===== src/rtl/dmem_pkg.sv =====
// Shared types and helpers for the data memory: FSM state encoding,
// address-width helper and the even-parity function used by DMEM_PARITY_EN.
package dmem_pkg;

    typedef enum logic {
        INIT = 1'b0,
        IDLE = 1'b1
    } dmem_state_e;

    // Parity helper takes a fixed-width operand; callers zero-extend.
    localparam int PAR_MAX_W = 64;

    function automatic int dmem_aw(input int size);
        return (size > 1) ? $clog2(size) : 1;
    endfunction

    function automatic logic even_parity(input logic [PAR_MAX_W-1:0] data);
        return ^data;
    endfunction

endpackage


===== src/rtl/data_memory_if.sv =====
// Write/read request bus between the store stage (master) and the data memory
// (slave). Optional parity hook is only meaningful with DMEM_PARITY_EN.
interface data_memory_if
    import dmem_pkg::*;
#(
    parameter int DATA_WIDTH       = 8,
    parameter int DATA_MEMORY_SIZE = 64
);
    localparam int AW = dmem_aw(DATA_MEMORY_SIZE);

    // Handshake: wr_en and rd_en are single-cycle request strobes with no
    // back-pressure; each high cycle is one request, accepted only once
    // init_done is high. rd_valid pulses for exactly one cycle per accepted
    // read, one cycle after the request, and qualifies rd_data and parity_err.
    logic                  wr_en;
    logic [AW-1:0]         wr_addr;
    logic [DATA_WIDTH-1:0] wr_data;
    logic                  rd_en;
    logic [AW-1:0]         rd_addr;
    logic                  err_inject;
    logic [DATA_WIDTH-1:0] rd_data;
    logic                  rd_valid;
    logic                  init_done;
    logic                  parity_err;

    modport master (
        output wr_en, wr_addr, wr_data, rd_en, rd_addr, err_inject,
        input  rd_data, rd_valid, init_done, parity_err
    );

    modport slave (
        input  wr_en, wr_addr, wr_data, rd_en, rd_addr, err_inject,
        output rd_data, rd_valid, init_done, parity_err
    );

endinterface


===== src/rtl/dmem_parity.sv =====
// Combinational even-parity generate (write side, with inversion hook) and
// check (read side) for one memory word of W data bits plus a parity bit.
module dmem_parity
    import dmem_pkg::*;
#(
    parameter int W = 8
) (
    input  logic [W-1:0] wr_data_i,
    input  logic         err_inject_i,
    output logic         wr_par_o,
    input  logic [W:0]   rd_word_i,
    output logic         rd_err_o
);

    assign wr_par_o = even_parity(PAR_MAX_W'(wr_data_i)) ^ err_inject_i;
    assign rd_err_o = even_parity(PAR_MAX_W'(rd_word_i[W-1:0])) ^ rd_word_i[W];

endmodule


===== src/rtl/data_memory.sv =====
// Synchronous data memory with post-reset sequential clear, 1-cycle read latency
// and write-first forwarding. Define DMEM_PARITY_EN to store/check even parity.
module data_memory
    import dmem_pkg::*;
#(
    parameter int DATA_WIDTH       = 8,
    parameter int DATA_MEMORY_SIZE = 64
) (
    input  logic         clk,
    input  logic         rst_n,
    data_memory_if.slave bus,
    output dmem_state_e  state_o
);

    localparam int AW = dmem_aw(DATA_MEMORY_SIZE);
`ifdef DMEM_PARITY_EN
    localparam int MW = DATA_WIDTH + 1;
`else
    localparam int MW = DATA_WIDTH;
`endif
    localparam logic [AW-1:0] LAST_ADDR = AW'(DATA_MEMORY_SIZE - 1);
    localparam logic [AW:0]   SIZE_EXT  = (AW + 1)'(DATA_MEMORY_SIZE);

    dmem_state_e           state_q, state_d;
    logic [AW-1:0]         cnt_q, cnt_d;
    logic [MW-1:0]         mem_q [DATA_MEMORY_SIZE];
    logic [DATA_WIDTH-1:0] rd_data_q, rd_data_d;
    logic                  rd_valid_q, rd_valid_d;
    logic                  perr_q, perr_d;

    logic                  mem_we;
    logic [AW-1:0]         mem_waddr;
    logic [MW-1:0]         mem_wdata;
    logic [MW-1:0]         wr_word;
    logic [MW-1:0]         rd_word;
    logic                  rd_par_err;
    logic                  wr_in_range, rd_in_range, fwd;

    assign wr_in_range = ({1'b0, bus.wr_addr} < SIZE_EXT);
    assign rd_in_range = ({1'b0, bus.rd_addr} < SIZE_EXT);
    assign fwd         = bus.wr_en && wr_in_range && (bus.wr_addr == bus.rd_addr);
    // Write-first: a same-address write this cycle bypasses the array.
    assign rd_word     = fwd ? wr_word : mem_q[bus.rd_addr];

`ifdef DMEM_PARITY_EN
    logic wr_par;

    dmem_parity #(.W(DATA_WIDTH)) u_parity (
        .wr_data_i    (bus.wr_data),
        .err_inject_i (bus.err_inject),
        .wr_par_o     (wr_par),
        .rd_word_i    (rd_word),
        .rd_err_o     (rd_par_err)
    );

    assign wr_word = {wr_par, bus.wr_data};
`else
    logic unused_err_inject;

    assign unused_err_inject = bus.err_inject;
    assign wr_word           = bus.wr_data;
    assign rd_par_err        = 1'b0;
`endif

    always_comb begin
        state_d    = state_q;
        cnt_d      = cnt_q;
        mem_we     = 1'b0;
        mem_waddr  = bus.wr_addr;
        mem_wdata  = wr_word;
        rd_valid_d = 1'b0;
        rd_data_d  = rd_data_q;
        perr_d     = 1'b0;
        case (state_q)
            INIT: begin
                // All-zero word already carries correct even parity.
                mem_we    = 1'b1;
                mem_waddr = cnt_q;
                mem_wdata = '0;
                cnt_d     = cnt_q + AW'(1);
                if (cnt_q == LAST_ADDR) begin
                    state_d = IDLE;
                    cnt_d   = '0;
                end
            end
            IDLE: begin
                mem_we = bus.wr_en && wr_in_range;
                if (bus.rd_en) begin
                    rd_valid_d = 1'b1;
                    rd_data_d  = rd_in_range ? rd_word[DATA_WIDTH-1:0] : '0;
                    perr_d     = rd_in_range && rd_par_err;
                end
            end
            default: state_d = INIT;
        endcase
    end

    always_ff @(posedge clk or negedge rst_n) begin
        if (!rst_n) begin
            state_q    <= INIT;
            cnt_q      <= '0;
            rd_data_q  <= '0;
            rd_valid_q <= 1'b0;
            perr_q     <= 1'b0;
        end else begin
            state_q    <= state_d;
            cnt_q      <= cnt_d;
            rd_data_q  <= rd_data_d;
            rd_valid_q <= rd_valid_d;
            perr_q     <= perr_d;
        end
    end

    // Array has no reset; the INIT sweep provides defined contents.
    always_ff @(posedge clk) begin
        if (mem_we) begin
            mem_q[mem_waddr] <= mem_wdata;
        end
    end

    assign bus.rd_data    = rd_data_q;
    assign bus.rd_valid   = rd_valid_q;
    assign bus.parity_err = perr_q;
    assign bus.init_done  = (state_q == IDLE);
    assign state_o        = state_q;

endmodule

===== src/flat_wrapper.sv =====
// flat-port wrapper written by rule: the top's interface ports become plain ports
module data_memory_flat import dmem_pkg::*;
#(
    parameter int DATA_WIDTH       = 8,
    parameter int DATA_MEMORY_SIZE = 64
)
  (clk, rst_n, state_o, bus_wr_en, bus_wr_addr, bus_wr_data, bus_rd_en, bus_rd_addr, bus_err_inject, bus_rd_data, bus_rd_valid, bus_init_done, bus_parity_err);
  data_memory_if #(.DATA_WIDTH(DATA_WIDTH), .DATA_MEMORY_SIZE(DATA_MEMORY_SIZE)) bus_i ();
  input  logic clk;
  input  logic rst_n;
  output dmem_state_e state_o;
  input wire logic [$bits(bus_i.wr_en)-1:0] bus_wr_en;
  input wire logic [$bits(bus_i.wr_addr)-1:0] bus_wr_addr;
  input wire logic [$bits(bus_i.wr_data)-1:0] bus_wr_data;
  input wire logic [$bits(bus_i.rd_en)-1:0] bus_rd_en;
  input wire logic [$bits(bus_i.rd_addr)-1:0] bus_rd_addr;
  input wire logic [$bits(bus_i.err_inject)-1:0] bus_err_inject;
  output wire logic [$bits(bus_i.rd_data)-1:0] bus_rd_data;
  output wire logic [$bits(bus_i.rd_valid)-1:0] bus_rd_valid;
  output wire logic [$bits(bus_i.init_done)-1:0] bus_init_done;
  output wire logic [$bits(bus_i.parity_err)-1:0] bus_parity_err;
  assign bus_i.wr_en = bus_wr_en;
  assign bus_i.wr_addr = bus_wr_addr;
  assign bus_i.wr_data = bus_wr_data;
  assign bus_i.rd_en = bus_rd_en;
  assign bus_i.rd_addr = bus_rd_addr;
  assign bus_i.err_inject = bus_err_inject;
  assign bus_rd_data = bus_i.rd_data;
  assign bus_rd_valid = bus_i.rd_valid;
  assign bus_init_done = bus_i.init_done;
  assign bus_parity_err = bus_i.parity_err;
  data_memory #(.DATA_WIDTH(DATA_WIDTH), .DATA_MEMORY_SIZE(DATA_MEMORY_SIZE)) u_core (.clk(clk), .rst_n(rst_n), .bus(bus_i), .state_o(state_o));
endmodule

===== config.mk =====
export PLATFORM = sky130hd
export DESIGN_NAME = data_memory_flat
export DESIGN_NICKNAME = d
export VERILOG_FILES = /design/src/rtl/dmem_pkg.sv /design/src/rtl/data_memory_if.sv /design/src/rtl/dmem_parity.sv /design/src/rtl/data_memory.sv /design/src/flat_wrapper.sv
export SDC_FILE = /design/constraint.sdc
export NUM_CORES = 1
export LEC_CHECK = 0
export CAP_MARGIN = 20
export CORE_UTILIZATION = 65
export CTS_CLUSTER_DIAMETER = 80
export DETAILED_ROUTE_END_ITERATION = 8
export PLACE_DENSITY = 0.82
export SLEW_MARGIN = 20
export SYNTH_ARGS = -nofsm -noshare
export SYNTH_HDL_FRONTEND = slang
export SYNTH_SLANG_ARGS = --single-unit
export TNS_END_PERCENT = 30

===== constraint.sdc =====
create_clock -name clk -period 4.6 [get_ports clk]
set_input_delay 0.92 -clock clk [delete_from_list [all_inputs] [get_ports clk]]
set_output_delay 0.92 -clock clk [all_outputs]
set_load 0.02 [all_outputs]

==> reports/qor.txt, run 1 <==
Run status - finished, final reports clean
Hpwl dp - 26.9 mm
# IOs - 37
Gate Count Post-Synth - 1,076
Number of synthesized flops with an enable pin - 512
Critical path type - flop to primary output
Number of gates resized after cts - 0
Global-route usage over all layers - 29.4%
Total Neg Setup Slack - 0 ns
Final worst-path cycle share - 70.5%
Max stage delay on crit path - 0.73 ns
First-pass GRT wire length - 70.5 mm
Die footprint - 0.0336 mm^2
Clock root buffer - clkbuf_16
Crit-path leading delay family - buffers and inverters
Leakage Power - 6.25 nW
Ranking of synthesized cells by area - edfxtp_1 72%, mux4_2 10%, mux2i_1 2.2%
Post-Synth Simple-Gate Area - 4.27%
Syn Nets - 1,102
Final worst setup slack - 1.36 ns
Startpoint Class - flop
Buf/Inv on CP - 2
Worst-margin pin slew - 1.07 ns
Pwr dens - 403 mW/mm^2
Die W - 183 um
Max Slew Vio Count - 0
Rows - 66
Worst slack, placed - 0.932 ns
WL final - 48.0 mm
Cell taking the most area after synthesis - edfxtp_1
Max IR drop VDD - 289 uV
Vias in the first global route - 11,170
Routed vias - 11,137
CTS H-tree lvls - 2
DR iter-0 viols - 1,598
Crit-path cells - buf_4 > clkdlybuf4s50_1
Post-Syn Area - 0.0214 mm^2
Arrival time worst endpoint - 2.32 ns
Slowest CP cell - dfrtp_1
Total setup buffers inserted after CTS - 0
Clock transition at the registers of the reported paths - 0.06 ns
Layout Cells excl Fill - 1,608
CTS buffer count - 49
Most common cell after layout, fill and taps aside - edfxtp_1
Count of clock tree sinks - 528
Worst-path fanout max - 22
Post-synthesis xor/xnor area fraction - 0.328%
Syn Area/Cell - 19.9 um^2
Pin count of the biggest net entering global routing - 81
Placed Cells - 1,517
CTS tree - done
Mux cell area share after synthesis - 15.6%
Adder-cell share of the synthesized area - 0.0585%
Share of layout cells above drive strength 1 - 20.0%
WP data required - 3.68 ns
Remaining DRCs - 0
Yosys top cell area share - 71.9%
CTS Hold Bufs - 0
Largest family of logic cells by synthesized area - multiplexers
Nets - 1,152
Rel. slew slack - 28.4%
Final setup skew - 0.0212 ns
Final ANT Viol Nets - 0
Synth Flop Type - edfxtp_1
GP Congestion - 0.865
Total grt overflow - 0
Number of synthesized register bits - 528
Ant. Diodes - 0
Clock Tree Buf Depth - 3
Core box area - 0.0325 mm^2
R2r setup slk - 1.44 ns
Vias/cell - 6.93
Tmin final - 3.24 ns
Initial core utilization - 65.9%
Setup crit end kind - primary output
Max cap viols - 0
Synthesis warning total - 0
Port bufs - 34
Complex-gate fraction of the synthesized area - 3.56%
1st-pass router iterations - 6
Fraction of registers with async set/reset - 3.03%
Sequential-to-total area share from yosys stat - 73.8%
Most frequent cells in the layout - 512 x edfxtp_1, 98 x mux4_2, 74 x nor2_1
Initial antenna violation count - 0
Yosys cell types - 53
Final Hold Vio Count - 0
Setup Viol. Count Final - 0
Die H - 183 um
Wire length per cell - 29.9 um
Area Overhead vs Synth - 10.4%
RSZ-0062 raised after global routing - false
FMAX - 308 MHz
Worst min path class - flop to flop
Clock latency on the worst-skew pair - 0.58 ns
==> Yosys cell counts, types with 15 or more instances <==
cell type / number
mux4_1: 18
nand2b_1: 19
mux4_2: 98
nand2_1: 47
edfxtp_1: 512
mux2_2: 15
mux2i_1: 48
dfrtp_1: 16
nor2b_1: 16
a31oi_1: 15
buf_2: 18
nor2_1: 74
a22oi_1: 20
==> worst paths after layout <==
path	to	start	cells after the start
worst max-delay path	state_o	u_core.bus.init_done$_DFF_PN0_	2
worst min-delay path	u_core.bus.rd_data[6]$_DFFE_PN0P_	u_core.bus.rd_data[6]$_DFFE_PN0P_	2
worst max register to register	u_core.mem_q[43][3]$_DFFE_PP_	u_core.bus.init_done$_DFF_PN0_	3
worst min register to register	u_core.bus.rd_data[6]$_DFFE_PN0P_	u_core.bus.rd_data[6]$_DFFE_PN0P_	2
max in group asynchronous	u_core.bus.init_done$_DFF_PN0_	rst_n	1
min in group asynchronous	u_core.bus.rd_data[2]$_DFFE_PN0P_	rst_n	1
==> state kept, by name, summed over array words and instances (netlist names) <==
register,cells
u_core.bus.init_done,1
u_core.bus.rd_data,8
u_core.bus.rd_valid,1
u_core.cnt_q,6
u_core.mem_q,512
==> worst reg2reg max path, stage by stage, from the launching register on <==
cell and delay [ns]:
dfrtp_1 0.61, o21ai_0 0.72, nand2_1 0.58, nor2_1 0.88
==> logic make-up (layout without fill, tap and decap cells) <==
logic type / after synthesis / after routing
flops: 528 / 528
simple gates: 195 / 195
mux: 180 / 180
compound gates: 102 / 102
buf+inv: 61 / 151
xor+xnor: 8 / 8
fa+ha+maj: 1 / 1
other cells: 1 / 1
==> routing by layer <==
layer | global-route usage, % | vias up | share of wire, %
met3 | 5.24 | 154 | 11
met1 | 41.5 | 5628 | 37
met2 | 46.6 | 854 | 48
met5 | 0 | - | 0
li1 | - | 4501 | -
met4 | 11.6 | 0 | 4.1
==> per-stage QoR <==
step / hold slack (ns) / area (um^2) / power (mW) / util, %
2_1_floorplan: 0.523 / 21400 / 5.49 / -
5_1_grt: 0.524 / 23600 / 9.72 / 72.8
4_1_cts: 0.492 / 23600 / 9.53 / 72.7
3_3_place_gp: 0.471 / 22000 / 5.54 / 67.7
6_report: 0.494 / 23600 / 9.52 / 72.8
3_5_place_dp: 0.488 / 22000 / 5.55 / 67.8
==> layout make-up <==
| cell class | count | area, um^2 |
|---|---|---|
| sequential | 528 | 15800 |
| fill | 1746 | 8840 |
| multi-input combinational | 487 | 5120 |
| clock buffer | 60 | 1290 |
| tap | 442 | 553 |
| timing repair buffer | 56 | 529 |
| clock inverter | 31 | 329 |
| inverter | 4 | 15.0 |
==> report_power, final <==
part | switching, mW | internal, mW | total (mW) | leakage, nW
combinational | 0.153 | 0.106 | 0.260 | 1.69
sequential | 0 | 5.19 | 5.19 | 3.77
clock | 1.73 | 2.34 | 4.07 | 0.780
Note: power is estimated with default switching activity, not from simulation.
==> run 2, diff against run 1 <==
--- a/config.mk
+++ b/config.mk
@@ -6,10 +6,10 @@
 export NUM_CORES = 1
 export LEC_CHECK = 0
 export CAP_MARGIN = 20
-export CORE_UTILIZATION = 65
+export CORE_UTILIZATION = 56
 export CTS_CLUSTER_DIAMETER = 80
 export DETAILED_ROUTE_END_ITERATION = 8
-export PLACE_DENSITY = 0.82
+export PLACE_DENSITY = 0.76
 export SLEW_MARGIN = 20
 export SYNTH_ARGS = -nofsm -noshare
 export SYNTH_HDL_FRONTEND = slang
==> constraint.sdc (replaced) <==
create_clock -name clk -period 2.7 [get_ports clk]
set_input_delay 0.54 -clock clk [delete_from_list [all_inputs] [get_ports clk]]
set_output_delay 0.54 -clock clk [all_outputs]
set_load 0.02 [all_outputs]
==> reports/qor.txt, run 2 (same netlist as run 1, synthesis figures left out) <==
# fillers - 2,481 (+42%)
Clock latency on the worst-skew pair - 0.57 ns (about the same)
DR iter-0 viols - 1,057 (-34%)
Remaining DRCs - 0 (unchanged)
Port bufs - 34 (unchanged)
Die W - 197 um (+7.7%)
Clock root buffer - clkbuf_16
RR Startpoint - u_core.bus.init_done$_DFF_PN0_
Initial antenna violation count - 0 (unchanged)
Worst-margin pin slew - 1.03 ns (-0.0490 ns)
Ant. Diodes - 0 (unchanged)
Critical path type - flop to flop
M1 WL - 18.6 mm (+4.3%)
Final Hold Vio Count - 0 (unchanged)
WL final - 47.4 mm (-1.2%)
Area Overhead vs Synth - 15.1%
Number of gates resized after cts - 0 (unchanged)
FMAX - 402 MHz
Final worst-path cycle share - 92.1%
Core box area - 0.0376 mm^2 (+16%)
# IOs - 37 (unchanged)
Hpwl dp - 30.2 mm (+12%)
Startpoint Class - flop
1st-pass router iterations - 5 (-1)
CTS Hold Bufs - 0 (unchanged)
Setup crit end kind - flop
DR WL met3 - 3.29 mm (-35%)
Share of layout cells above drive strength 1 - 27.2% (+7.2 points)
Final ANT Viol Nets - 0 (unchanged)
Smallest hold slack - 0.407 ns (-0.0878 ns)
Largest reg by FF count - u_core.mem_q
Tmin final - 2.49 ns
Die H - 197 um (+7.7%)
CTS buffer count - 50 (+2.0%)
Max IR drop VDD - 429 uV (+48%)
Arrival time worst endpoint - 2.75 ns (+0.43 ns)
First-pass GRT wire length - 69.7 mm (-1.3%)
Wire length per cell - 26.4 um (-12%)
Pin count of the biggest net entering global routing - 65 (-20%)
CTS tree - done
Total setup buffers inserted after CTS - 0 (unchanged)
Max cap viols - 0 (unchanged)
Most frequent cells in the layout - 512 x edfxtp_1, 131 x buf_4, 98 x mux4_2
RSZ-0062 raised after global routing - false
Leakage Power - 6.85 nW (+9.7%)
Run status - finished, final reports clean
Rel. slew slack - 31.6% (+3.3 points)
Count of clock tree sinks - 528 (unchanged)
R2r setup slk - 0.21 ns (-1.23 ns)
Global-route usage over all layers - 24.8% (-4.6 points)
Die footprint - 0.0390 mm^2 (+16%)
CP startpoint - u_core.bus.init_done$_DFF_PN0_
Rows - 71 (+7.6%)
Pwr dens - 643 mW/mm^2 (+59%)
GP Congestion - 0.998 (+15%)
Clock Tree Buf Depth - 3 (unchanged)
Final setup skew - 0.0276 ns (+0.00639 ns)
WP data required - 2.96 ns (-0.72 ns)
Initial core utilization - 56.9% (-9.0 points)
CTS H-tree lvls - 2 (unchanged)
Number of flip-flops under the largest register name - 512 (unchanged)
Clock transition at the registers of the reported paths - 0.06 ns (about the same)
Max Slew Vio Count - 0 (unchanged)
Vias in the first global route - 11,140 (-0.27%)
Final Util - 65.5% (-7.2 points)
Routed vias - 11,046 (-0.82%)
Total grt overflow - 0 (unchanged)
Most common cell after layout, fill and taps aside - edfxtp_1
Top Metal Used - met4
Worst-path fanout max - 14 (-36%)
Worst min path class - input pin to asynchronous set/reset pin
Nets - 1,273 (+11%)
Setup Viol. Count Final - 0 (unchanged)
Met2 routed WL - 24.3 mm (+4.9%)
Vias/cell - 6.14 (-11%)
## run 2: path summary, 6_finish.rpt
| kind | end | cells past startpoint |
|---|---|---|
| min in group clk | u_core.bus.rd_data[0]$_DFFE_PN0P_ | 2 |
| setup / recovery | u_core.mem_q[30][7]$_DFFE_PP_ | 4 |
| max in group asynchronous | u_core.bus.init_done$_DFF_PN0_ | 1 |
| setup reg to reg | u_core.mem_q[30][7]$_DFFE_PP_ | 4 |
| hold / removal | u_core.bus.rd_valid$_DFF_PN0_ | 1 |
| hold reg to reg | u_core.bus.rd_data[0]$_DFFE_PN0P_ | 2 |
## run 2: layer usage
metal	global-route usage [%]	up-vias
li1	-	4756
met1	33.0	5717
met2	41.9	486
met3	4.15	87
met4	8.27	0
met5	0	-
## run 2: power by group
part / total (mW) / internal, mW / switching [mW]
sequential: 8.85 / 8.85 / 0
combinational: 0.503 / 0.224 / 0.279
clock: 6.47 / 3.56 / 2.91
## run 2: per-stage QoR
| step | area (um^2) | total power, mW | instances | setup TNS (ns) | worst slack [ns] |
|---|---|---|---|---|---|
| 5_1_grt | 24600 | 16.2 | 1798 | 0 | 0.107 |
| 3_3_place_gp | 23100 | 9.52 | 1706 | -0.905 | -0.126 |
| 4_1_cts | 24600 | 15.9 | 1798 | 0 | 0.0383 |
| 2_1_floorplan | 21400 | 9.35 | 1076 | 0 | 0.0176 |
| 3_5_place_dp | 23100 | 9.52 | 1706 | -0.851 | -0.149 |
| 6_report | 24600 | 15.8 | 1798 | 0 | 0.213 |
## run 2: final cells by class
cell class	instances	area, um^2	area share [%]
well taps	511	639	2.60
flip-flops and latches	528	15800	64.1
repair buffers	176	1560	6.32
clock buffers	57	1300	5.28
inverters	4	15.0	0.0610
clock inverters	35	218	0.884
multi-input cells	487	5110	20.8
## run 2: critical path, stage by stage, from the launching register on
cell and delay (ns):
dfrtp_2 0.51, o21ai_0 0.60, nand2_1 0.55, nor2_1 0.27
buf_4 0.22
